**src/rtl/mem_stage_pkg.sv**
```systemverilog
// Shared widths, FSM state encoding and the latched memory-request record
// used by the memory-access pipeline stage.
package mem_stage_pkg;

  localparam int DATA_W = 128;
  localparam int PC_W   = 15;
  localparam int ADDR_W = 15;
  localparam int DEST_W = 4;
  localparam int WDOG_W = 8;

  typedef enum logic [1:0] {
    IDLE,
    ACCESS,
    DONE
  } state_e;

  // Everything needed to drive the memory port and finish writeback once
  // the execute stage has moved on.
  typedef struct packed {
    logic [ADDR_W-1:0] addr;
    logic [DATA_W-1:0] wdata;
    logic [DEST_W-1:0] dest;
    logic              we;
    logic              is_load;
  } mem_req_t;

endpackage

```
**src/rtl/mem_watchdog.sv**
```systemverilog
// Access watchdog: counts cycles spent waiting for dmem_ack and raises a
// one-cycle expiry plus a sticky error flag (used only with MEM_TIMEOUT_EN).
module mem_watchdog
  import mem_stage_pkg::*;
#(
  parameter int TIMEOUT_CYC = 255
) (
  input  logic clk,
  input  logic rst,
  input  logic active_i,
  input  logic ack_i,
  output logic expired_o,
  output logic err_o
);

  logic [WDOG_W-1:0] cnt_q, cnt_d;
  logic              err_q, err_d;

  // Expiry fires on the TIMEOUT_CYC-th unanswered cycle; an ack in that
  // same cycle still wins.
  assign expired_o = active_i && !ack_i && (cnt_q == WDOG_W'(TIMEOUT_CYC - 1));

  always_comb begin
    cnt_d = '0;
    if (active_i && !ack_i && !expired_o) cnt_d = cnt_q + 1'b1;
    err_d = err_q | expired_o;
  end

  always_ff @(posedge clk or posedge rst) begin
    if (rst) begin
      cnt_q <= '0;
      err_q <= 1'b0;
    end else begin
      cnt_q <= cnt_d;
      err_q <= err_d;
    end
  end

  assign err_o = err_q;

endmodule

```
**src/rtl/mem_access_stage.sv**
```systemverilog
// Memory-access pipeline stage: branch resolution, 128-bit load/store over a
// req/ack port, registered writeback. Optional watchdog under MEM_TIMEOUT_EN.
module mem_access_stage
  import mem_stage_pkg::*;
#(
  parameter int TIMEOUT_CYC = 255
) (
  input  logic              clk,
  input  logic              rst,
  input  logic              in_valid,
  output logic              in_ready,
  input  logic [DATA_W-1:0] alu_in,
  input  logic [DATA_W-1:0] store_data,
  input  logic              zero_flag,
  input  logic [PC_W-1:0]   branch_target,
  input  logic              mem_read,
  input  logic              mem_write,
  input  logic              branch_en,
  input  logic              reg_we_in,
  input  logic [DEST_W-1:0] dest_in,
  output logic              dmem_req,
  output logic              dmem_we,
  output logic [ADDR_W-1:0] dmem_addr,
  output logic [DATA_W-1:0] dmem_wdata,
  input  logic              dmem_ack,
  input  logic [DATA_W-1:0] dmem_rdata,
  output logic              pc_src,
  output logic [PC_W-1:0]   pc_target,
  output logic              wb_valid,
  output logic [DATA_W-1:0] wb_data,
  output logic              wb_we,
  output logic [DEST_W-1:0] wb_dest,
  output logic              mem_err
);

  state_e            state_q, state_d;
  mem_req_t          req_q, req_d;
  logic [DATA_W-1:0] rdata_q, rdata_d;
  logic              ready_q;
  logic              wb_valid_q, wb_valid_d, wb_we_q, wb_we_d;
  logic [DATA_W-1:0] wb_data_q, wb_data_d;
  logic [DEST_W-1:0] wb_dest_q, wb_dest_d;
  logic              pc_src_q, pc_src_d;
  logic [PC_W-1:0]   pc_target_q, pc_target_d;
  logic              timeout;
  logic              unused_alu_hi;

  assign unused_alu_hi = ^alu_in[DATA_W-1:ADDR_W];

`ifdef MEM_TIMEOUT_EN
  mem_watchdog #(.TIMEOUT_CYC(TIMEOUT_CYC)) u_wdog (
    .clk      (clk),
    .rst      (rst),
    .active_i (state_q == ACCESS),
    .ack_i    (dmem_ack),
    .expired_o(timeout),
    .err_o    (mem_err)
  );
`else
  localparam int unused_timeout_cyc = TIMEOUT_CYC;
  assign timeout = 1'b0;
  assign mem_err = 1'b0;
`endif

  // ready_q keeps in_ready low until the first clock after reset release.
  assign in_ready   = ready_q && (state_q == IDLE);
  assign dmem_req   = (state_q == ACCESS);
  assign dmem_we    = dmem_req && !req_q.is_load;
  assign dmem_addr  = req_q.addr;
  assign dmem_wdata = req_q.wdata;

  always_comb begin
    state_d     = state_q;
    req_d       = req_q;
    rdata_d     = rdata_q;
    wb_valid_d  = 1'b0;
    wb_data_d   = wb_data_q;
    wb_we_d     = wb_we_q;
    wb_dest_d   = wb_dest_q;
    pc_src_d    = 1'b0;
    pc_target_d = pc_target_q;
    case (state_q)
      IDLE: begin
        if (in_valid && in_ready) begin
          if (mem_read || mem_write) begin
            // Read+write together is a store with no register write.
            req_d.addr    = alu_in[ADDR_W-1:0];
            req_d.wdata   = store_data;
            req_d.dest    = dest_in;
            req_d.we      = reg_we_in && !mem_write;
            req_d.is_load = !mem_write;
            state_d       = ACCESS;
          end else begin
            wb_valid_d = 1'b1;
            wb_data_d  = alu_in;
            wb_we_d    = reg_we_in && !branch_en;
            wb_dest_d  = dest_in;
            if (branch_en && zero_flag) begin
              pc_src_d    = 1'b1;
              pc_target_d = branch_target;
            end
          end
        end
      end
      ACCESS: begin
        if (dmem_ack) begin
          rdata_d = dmem_rdata;
          state_d = DONE;
        end else if (timeout) begin
          rdata_d  = '0;
          req_d.we = 1'b0;
          state_d  = DONE;
        end
      end
      DONE: begin
        wb_valid_d = 1'b1;
        wb_data_d  = req_q.is_load ? rdata_q : '0;
        wb_we_d    = req_q.is_load && req_q.we;
        wb_dest_d  = req_q.dest;
        state_d    = IDLE;
      end
      default: state_d = IDLE;
    endcase
  end

  always_ff @(posedge clk or posedge rst) begin
    if (rst) begin
      state_q     <= IDLE;
      ready_q     <= 1'b0;
      req_q       <= '0;
      rdata_q     <= '0;
      wb_valid_q  <= 1'b0;
      wb_data_q   <= '0;
      wb_we_q     <= 1'b0;
      wb_dest_q   <= '0;
      pc_src_q    <= 1'b0;
      pc_target_q <= '0;
    end else begin
      state_q     <= state_d;
      ready_q     <= 1'b1;
      req_q       <= req_d;
      rdata_q     <= rdata_d;
      wb_valid_q  <= wb_valid_d;
      wb_data_q   <= wb_data_d;
      wb_we_q     <= wb_we_d;
      wb_dest_q   <= wb_dest_d;
      pc_src_q    <= pc_src_d;
      pc_target_q <= pc_target_d;
    end
  end

  assign wb_valid  = wb_valid_q;
  assign wb_data   = wb_data_q;
  assign wb_we     = wb_we_q;
  assign wb_dest   = wb_dest_q;
  assign pc_src    = pc_src_q;
  assign pc_target = pc_target_q;

endmodule

```
**config.mk**
```make
export PLATFORM = sky130hd
export DESIGN_NAME = mem_access_stage
export DESIGN_NICKNAME = d
export VERILOG_FILES = /design/src/rtl/mem_stage_pkg.sv /design/src/rtl/mem_watchdog.sv /design/src/rtl/mem_access_stage.sv
export SDC_FILE = /design/constraint.sdc
export NUM_CORES = 1
export LEC_CHECK = 0
export ABC_AREA = 1
export CORE_AREA = 3 3 274 276
export CTS_BUF_LIST = sky130_fd_sc_hd__clkbuf_8
export DETAILED_ROUTE_END_ITERATION = 12
export DIE_AREA = 0 0 277 279
export PLACE_DENSITY = 0.58
export SYNTH_ARGS = -nofsm -noshare
export SYNTH_HDL_FRONTEND = slang
export SYNTH_SLANG_ARGS = --single-unit
```
**constraint.sdc**
```tcl
create_clock -name clk -period 37.3 [get_ports clk]
set_input_delay 5.595 -clock clk [delete_from_list [all_inputs] [get_ports clk]]
set_output_delay 5.595 -clock clk [all_outputs]
set_load 0.1 [all_outputs]
```
After elaboration in Yosys (flattened, before gate mapping) --
Index checks and enable logic that the tools add are counted.
Word-level totals: register bits after elaboration 430, logic and storage cells 60
Operators by class: equality and inequality tests 6, mux-type cells 21, bitwise logic cells 1, reduce and logical (&&, ||, !) cells 18
Operator list (number):
- two-way mux 128 bit | 3
- case mux 128 bit (2 select lines) | 1
- AND reduction 3 bit | 3
- two-way mux 1 bit | 8
- two-way mux 4 bit | 2
- case mux 4 bit (2 select lines) | 1
- logical AND 1 bit | 7
- two-way mux 2 bit | 3
- != test 2 x 1 -> 1 bit (second input constant) | 3
- case mux 1 bit (2 select lines) | 2
- case mux 2 bit (2 select lines) | 1
- AND reduction 4 bit | 1
- zero test 1 bit | 3
- == test 2 x 1 -> 1 bit (second input constant) | 1
- == test 2 bit (second input constant) | 1
- zero test 2 bit | 1
- != test 2 bit (second input constant) | 1
- AND reduction 2 bit | 1
- nonzero test 2 bit | 1
- logical OR 1 bit | 1
- NOT 1 bit | 1

Logic depth before layout (Yosys ltp) --
Gate-level depths: netlist of the first run.
depth in word-level cells 5, depth in mapped cells 9

Worst setup path after synthesis of the first run --
No wires, ideal clock.
path type reg2out, start point register state_q[1], end point output port dmem_we, data arrival time 2.777 ns, slack 28.928 ns, stages on the path, launching flop included 5, cells stage by stage dfrtp_1 > buf_2 > nor2_2 > inv_1 > nor2_1
On the way: longest elaborated chain between the ends 2
Ends and longest elaborated chain:
- start, declared | RTL line mem_access_stage.sv:36 | state_e state_q, state_d;
- start signal, assigned | RTL line mem_access_stage.sv:139 | state_q <= state_d;
- == test 2 x 1 -> 1 bit | RTL line mem_access_stage.sv:67 | assign dmem_req = (state_q == ACCESS);
- named net dmem_req | RTL line mem_access_stage.sv:21 | output logic dmem_req,
- logical AND 1 bit | RTL line mem_access_stage.sv:68 | assign dmem_we = dmem_req && !req_q.is_load;
- end, declared | RTL line mem_access_stage.sv:22 | output logic dmem_we,
The timed path passes the listed nets, and every way through them passes these cells.

Worst setup path in the final report of the first run --
start point register state_q[0], end point output port dmem_we
On the way: longest elaborated chain between the ends 2
Ends and longest elaborated chain (RTL line):
- == test 2 x 1 -> 1 bit | mem_access_stage.sv:67
- logical AND 1 bit | mem_access_stage.sv:68
Every way passes these cells.

==> flow_metrics.env, run 1 <==
export IMPL_outcome="finished clean"
export IMPL_die_y_um=279
export IMPL_grt_overflow=0
export IMPL_cp_start_kind="register"
export IMPL_cts_htree_levels=3
export IMPL_syn_area_per_cell_um2=7.52
export IMPL_dr_pass1_iters=4
export IMPL_rows=99
export IMPL_synthTopCellsByArea="dfrtp_1 (53%), nand2_1 (31%), buf_4 (6.1%)"
export IMPL_drv_slew=0
export IMPL_ys_seq_area_share_pct=53.2
export IMPL_hold_slack_ps=466
export IMPL_grt_pass1_wl_um=114000
export IMPL_ys_types=19
export IMPL_coreArea_um2=72800
export IMPL_synth_nets=3102
export IMPL_worstRegToRegCells=7
export IMPL_fmax_mhz=115
export IMPL_wire_per_inst_um=17.8
export IMPL_maxCapViolCount=0
export IMPL_powerDensity_nw_per_um2=85.7
export IMPL_worstSkewPairLatency_ps=670
export IMPL_dp_hpwl_um=51800
export IMPL_nets=3621
export IMPL_slew_headroom_pct=22.6
export IMPL_setup_viol=0
export IMPL_cts_made_buffers=82
export IMPL_multiInputGateArea_um2=7140
export IMPL_ir_drop_mv=0.0586
export IMPL_cts_root_buf="clkbuf_8"
export IMPL_hold_class="reg2reg"
export IMPL_skew_ps=54.0
export IMPL_io_buffer_count=707
export IMPL_die_area_um2=77300
export IMPL_cp_end_kind="output pin"
export IMPL_critical_path_arrival_ps=3080
export IMPL_drive_above_1_share_pct=4.69
export IMPL_seqCellArea_um2=10800
export IMPL_synth_top_cell_area_share_pct=53.2
export IMPL_grt_start_max_net_pins=119
export IMPL_path_class="reg2out"
export IMPL_ys_ff_latch=430
export IMPL_dieWidth_um=277
export IMPL_clk_pin_slew_worst_paths_ps=60
export IMPL_postRouteAntennaNets=0
export IMPL_fin_setup_tns_ps=0
export IMPL_p_leak_nw=15.2
export IMPL_cts_sinks=430
export IMPL_finalCriticalPeriod_ps=8670
export IMPL_layout_commonest_cell="nand2_1"
export IMPL_hold_buffers=0
export IMPL_wl_um=75600
export IMPL_place_congestion=0.807
export IMPL_cts_tree="built"
export IMPL_crit_required_ps=31700
export IMPL_area_growth_pct=40.9
export IMPL_grt_pass1_vias=18100
export IMPL_timing_final_crit_share_pct=23.3
export IMPL_ys_warn_count=0
export IMPL_post_cts_buffers=0
export IMPL_initial_core_util_pct=27.8
export IMPL_syn_inst=2690
export IMPL_netlist_area_um2=20200
export IMPL_drtIter0Drc=1009
export IMPL_hold_viol=0
export IMPL_vias=18200
export IMPL_tightest_slew_ps=1160
export IMPL_vias_per_cell=4.28
export IMPL_route_detailed_drc=0
export IMPL_antenna_found_initial=28
export IMPL_hold_depth=2
export IMPL_nFillCells=7624
export IMPL_yosys_area_top_type="dfrtp_1"
export IMPL_io_pins=709
export IMPL_grt_setup_unrepaired="no"
export IMPL_clockBufferDepth=3
export IMPL_most_common_layout_cells="nand2_1 (1654), clkdlybuf4s50_1 (705), dfrtp_1 (429), inv_1 (161), nand3_1 (137)"
export IMPL_track_usage_pct=19.0
export IMPL_cts_resized=0
export IMPL_path_max_fanout=7
export IMPL_final_util_pct=39.1
## registers in the layout, indices dropped and copies added, names as in the netlist
signal / cells
rdata_q: 128
req_q: 6
dmem_addr: 15
state_q: 2
wb_dest: 4
ready_q: 1
dmem_wdata: 128
wb_we: 1
pc_src: 1
wb_data: 128
pc_target: 15
wb_valid: 1
## metrics by stage
step / setup slack, ps / cell area [um2] / total power, mW / instances
floorplan: 19730 / 20200 / 1.70 / 2690
global placement: 28380 / 26900 / 1.99 / 4084
detailed placement: 28370 / 26900 / 2.00 / 4084
CTS: 28520 / 28500 / 2.47 / 4221
global route: 28420 / 28500 / 2.56 / 4234
finish: 28630 / 28500 / 2.44 / 4238
## metal layers
metal  vias to the layer above  track usage, %  routed length, um  share of wire (%)
li1                       8975               -                  -                  -
met1                      8342            22.8              30600                 40
met2                       664            31.2              36100                 48
met3                       162            6.05               5860                7.8
met4                        14            8.73               3000                4.0
met5                         -               0                 81               0.11
## Yosys cell counts
master,n
nand2_1,1655
dfrtp_1,430
buf_4,164
inv_1,138
nand3_1,137
buf_2,94
clkbuf_1,29
o21ai_0,16
buf_1,6
nor2_1,4
inv_2,3
nand2_2,3
nor2_2,3
conb_1,2
nor2_4,2
nand3_4,1
nand4_1,1
nor3_1,1
o21ai_4,1
## logic make-up (layout without fill, tap and decap cells)
family,Yosys count,in the layout,share of synthesized area [%]
other,2,19,0.0371
buffers and inverters,434,1006,11.7
flip-flops,430,430,53.2
AO/OA/AOI/OAI,17,17,0.476
AND/OR/NAND/NOR,1807,1807,34.6
## final timing paths
check | slack, ps | end | from
setup / recovery | 28630 | dmem_we | state_q[0]
hold / removal | 470 | dmem_wdata[108] | dmem_wdata[108]
setup reg to reg | 33760 | wb_data[99] | state_q[0]
hold reg to reg | 470 | dmem_wdata[108] | dmem_wdata[108]
max in group asynchronous | 29390 | rdata_q[76] | rst
min in group asynchronous | 5510 | dmem_wdata[40] | rst
## layout make-up
type	count	share of cell area (%)
sequential	430	37.8
tap	959	4.21
timing repair buffer	728	25.4
clock inverter	40	0.843
clock buffer	97	4.69
multi-input combinational	1826	25.1
inverter	141	1.89
antenna	17	0.149
## critical path: stages (launching register included)
cell and delay [ps]:
dfrtp_1 560, inv_2 210, nor2_2 240, inv_1 80
nor2_1 90, clkdlybuf4s50_1 1230
## power breakdown
| group | internal, mW | total, mW | switching [mW] |
|---|---|---|---|
| sequential | 0.618 | 0.708 | 0.0904 |
| clock | 0.243 | 0.456 | 0.213 |
| combinational | 0.284 | 1.28 | 0.993 |
| total | 1.15 | 2.44 | 1.30 |
Note: power is estimated with default switching activity, not from simulation.
==> inputs of run 2 (changes only) <==
- PLACE_DENSITY: 0.58 -> 0.59
- clock period: 37.3 -> 7.6 ns (I/O delays scaled with it)
==> flow_metrics.env, run 2 (synthesis gave the netlist of run 1 again) <==
export IMPL_grt_overflow=0
export IMPL_vias=18200
export IMPL_most_common_layout_cells="nand2_1 (1654), clkdlybuf4s50_1 (703), dfrtp_1 (429), inv_1 (170), nand3_1 (137)"
export IMPL_ir_drop_mv=0.267
export IMPL_wire_per_inst_um=17.6
export IMPL_path_class="reg2out"
export IMPL_cts_made_buffers=82
export IMPL_fmax_mhz=244
export IMPL_slowest_stage="clkdlybuf4s50_1"
export IMPL_place_ws_ps=2820
export IMPL_use_met3_pct=5.89
export IMPL_p_leak_nw=15.3
export IMPL_hold_class="reg2reg"
export IMPL_r2r_setup_slack_ps=4180
export IMPL_area_growth_pct=41.3
export IMPL_outcome="finished clean"
export IMPL_dp_hpwl_um=51000
export IMPL_cp_num_buf_inv=3
export IMPL_worstPathCellList="inv_2 -> nor2_2 -> inv_1 -> nor2_1 -> clkdlybuf4s50_1"
export IMPL_hold_depth=2
export IMPL_route_detailed_drc=0
export IMPL_vias_per_cell=4.31
export IMPL_grt_util_met1_pct=22.3
export IMPL_powerDensity_nw_per_um2=422
export IMPL_post_cts_buffers=0
export IMPL_dieWidth_um=277
export IMPL_slowest_delay_ps=1190
export IMPL_grt_setup_unrepaired="no"
export IMPL_drive_above_1_share_pct=4.59
export IMPL_wl_um=74800
export IMPL_hold_buffers=0
export IMPL_grt_start_max_net_pins=149
export IMPL_io_buffer_count=707
export IMPL_cts_root_buf="clkbuf_8"
export IMPL_grt_use_met2_pct=31.6
export IMPL_slew_headroom_pct=21.9
export IMPL_cts_sinks=430
export IMPL_worstSkewPairLatency_ps=660
export IMPL_cp_depth=5
export IMPL_clockBufferDepth=3
export IMPL_cts_resized=0
export IMPL_cts_tree="built"
export IMPL_dr_pass1_iters=5
export IMPL_crit_family="buffers and inverters"
export IMPL_cp_start_kind="register"
export IMPL_cp_end_kind="output pin"
export IMPL_postRouteAntennaNets=0
export IMPL_die_area_um2=77300
export IMPL_grt_most_used_layer="met2"
export IMPL_track_usage_pct=18.8
export IMPL_die_y_um=279
export IMPL_place_congestion=0.825
export IMPL_timing_final_crit_share_pct=53.8
export IMPL_worstRegToRegCells=7
export IMPL_io_pins=709
export IMPL_finalCriticalPeriod_ps=4090
export IMPL_hold_viol=0
export IMPL_critical_path_arrival_ps=2950
export IMPL_drtIter0Drc=976
export IMPL_maxCapViolCount=0
export IMPL_hold_slack_ps=467
export IMPL_drv_slew=0
export IMPL_initial_core_util_pct=27.8
export IMPL_grt_pass1_wl_um=113000
export IMPL_clk_pin_slew_worst_paths_ps=60
export IMPL_rows=99
export IMPL_skew_ps=38.8
export IMPL_antenna_found_initial=27
export IMPL_path_max_fanout=7
export IMPL_coreArea_um2=72800
export IMPL_setup_viol=0
export IMPL_dp_cells=4082
export IMPL_fin_ws_ps=3510
export IMPL_cts_htree_levels=3
export IMPL_grt_pass1_vias=18100
export IMPL_nets=3619
export IMPL_layout_cells_non_filler=4237
export IMPL_fin_setup_tns_ps=0
export IMPL_final_util_pct=39.2
export IMPL_crit_required_ps=6460
export IMPL_layout_commonest_cell="nand2_1"
export IMPL_tightest_slew_ps=1170
## run 2: cell count changes in the layout (fill, tap and decap cells not counted), sizes merged
cell / previous run / this run
clkdlybuf4s50: 705 / 703
clkbuf: 97 / 98
clkinvlp: 2 / 3
clkinv: 12 / 4
inv: 166 / 176
diode: 17 / 12
bufinv: 1 / 3
## run 2: tightest hold or removal path, cell delays in order, from the launching register on
cell and delay (ps):
dfrtp_1 340, nand2_1 50, nand2_1 40
## run 2: area by class of cell
type,instances,area (um2)
multi-input combinational,1826,7140
fill,7597,44300
timing repair buffer,726,7260
clock inverter,45,299
tap,959,1200
inverter,141,536
sequential,430,10800
clock buffer,98,1350
antenna,12,30.0
## run 2: per-layer routing
| metal | part of all wire [%] | vias to the layer above |
|---|---|---|
| li1 | - | 8941 |
| met1 | 40 | 8513 |
| met2 | 48 | 640 |
| met3 | 8.2 | 143 |
| met4 | 3.8 | 8 |
| met5 | 0.076 | - |
## run 2: power breakdown
group,internal [mW],switching (mW),total (mW)
clock,1.27,1.04,2.32
combinational,1.40,4.88,6.28
sequential,3.03,0.429,3.46
total,5.70,6.36,12.1
## run 2: through the flow
stage	power, mW	cell area, um2
floorplan	8.37	20200
global placement	9.78	26900
detailed placement	9.81	26900
CTS	12.2	28600
global route	12.6	28600
finish	12.1	28600
## run 2: path summary, 6_finish.rpt
path,to,start
worst min-delay path,dmem_wdata[64],dmem_wdata[64]
worst min register to register,dmem_wdata[64],dmem_wdata[64]
worst max register to register,wb_data[52],state_q[0]
max in group asynchronous,rdata_q[60],rst
min in group asynchronous,dmem_wdata[115],rst
worst max-delay path,dmem_we,state_q[0]
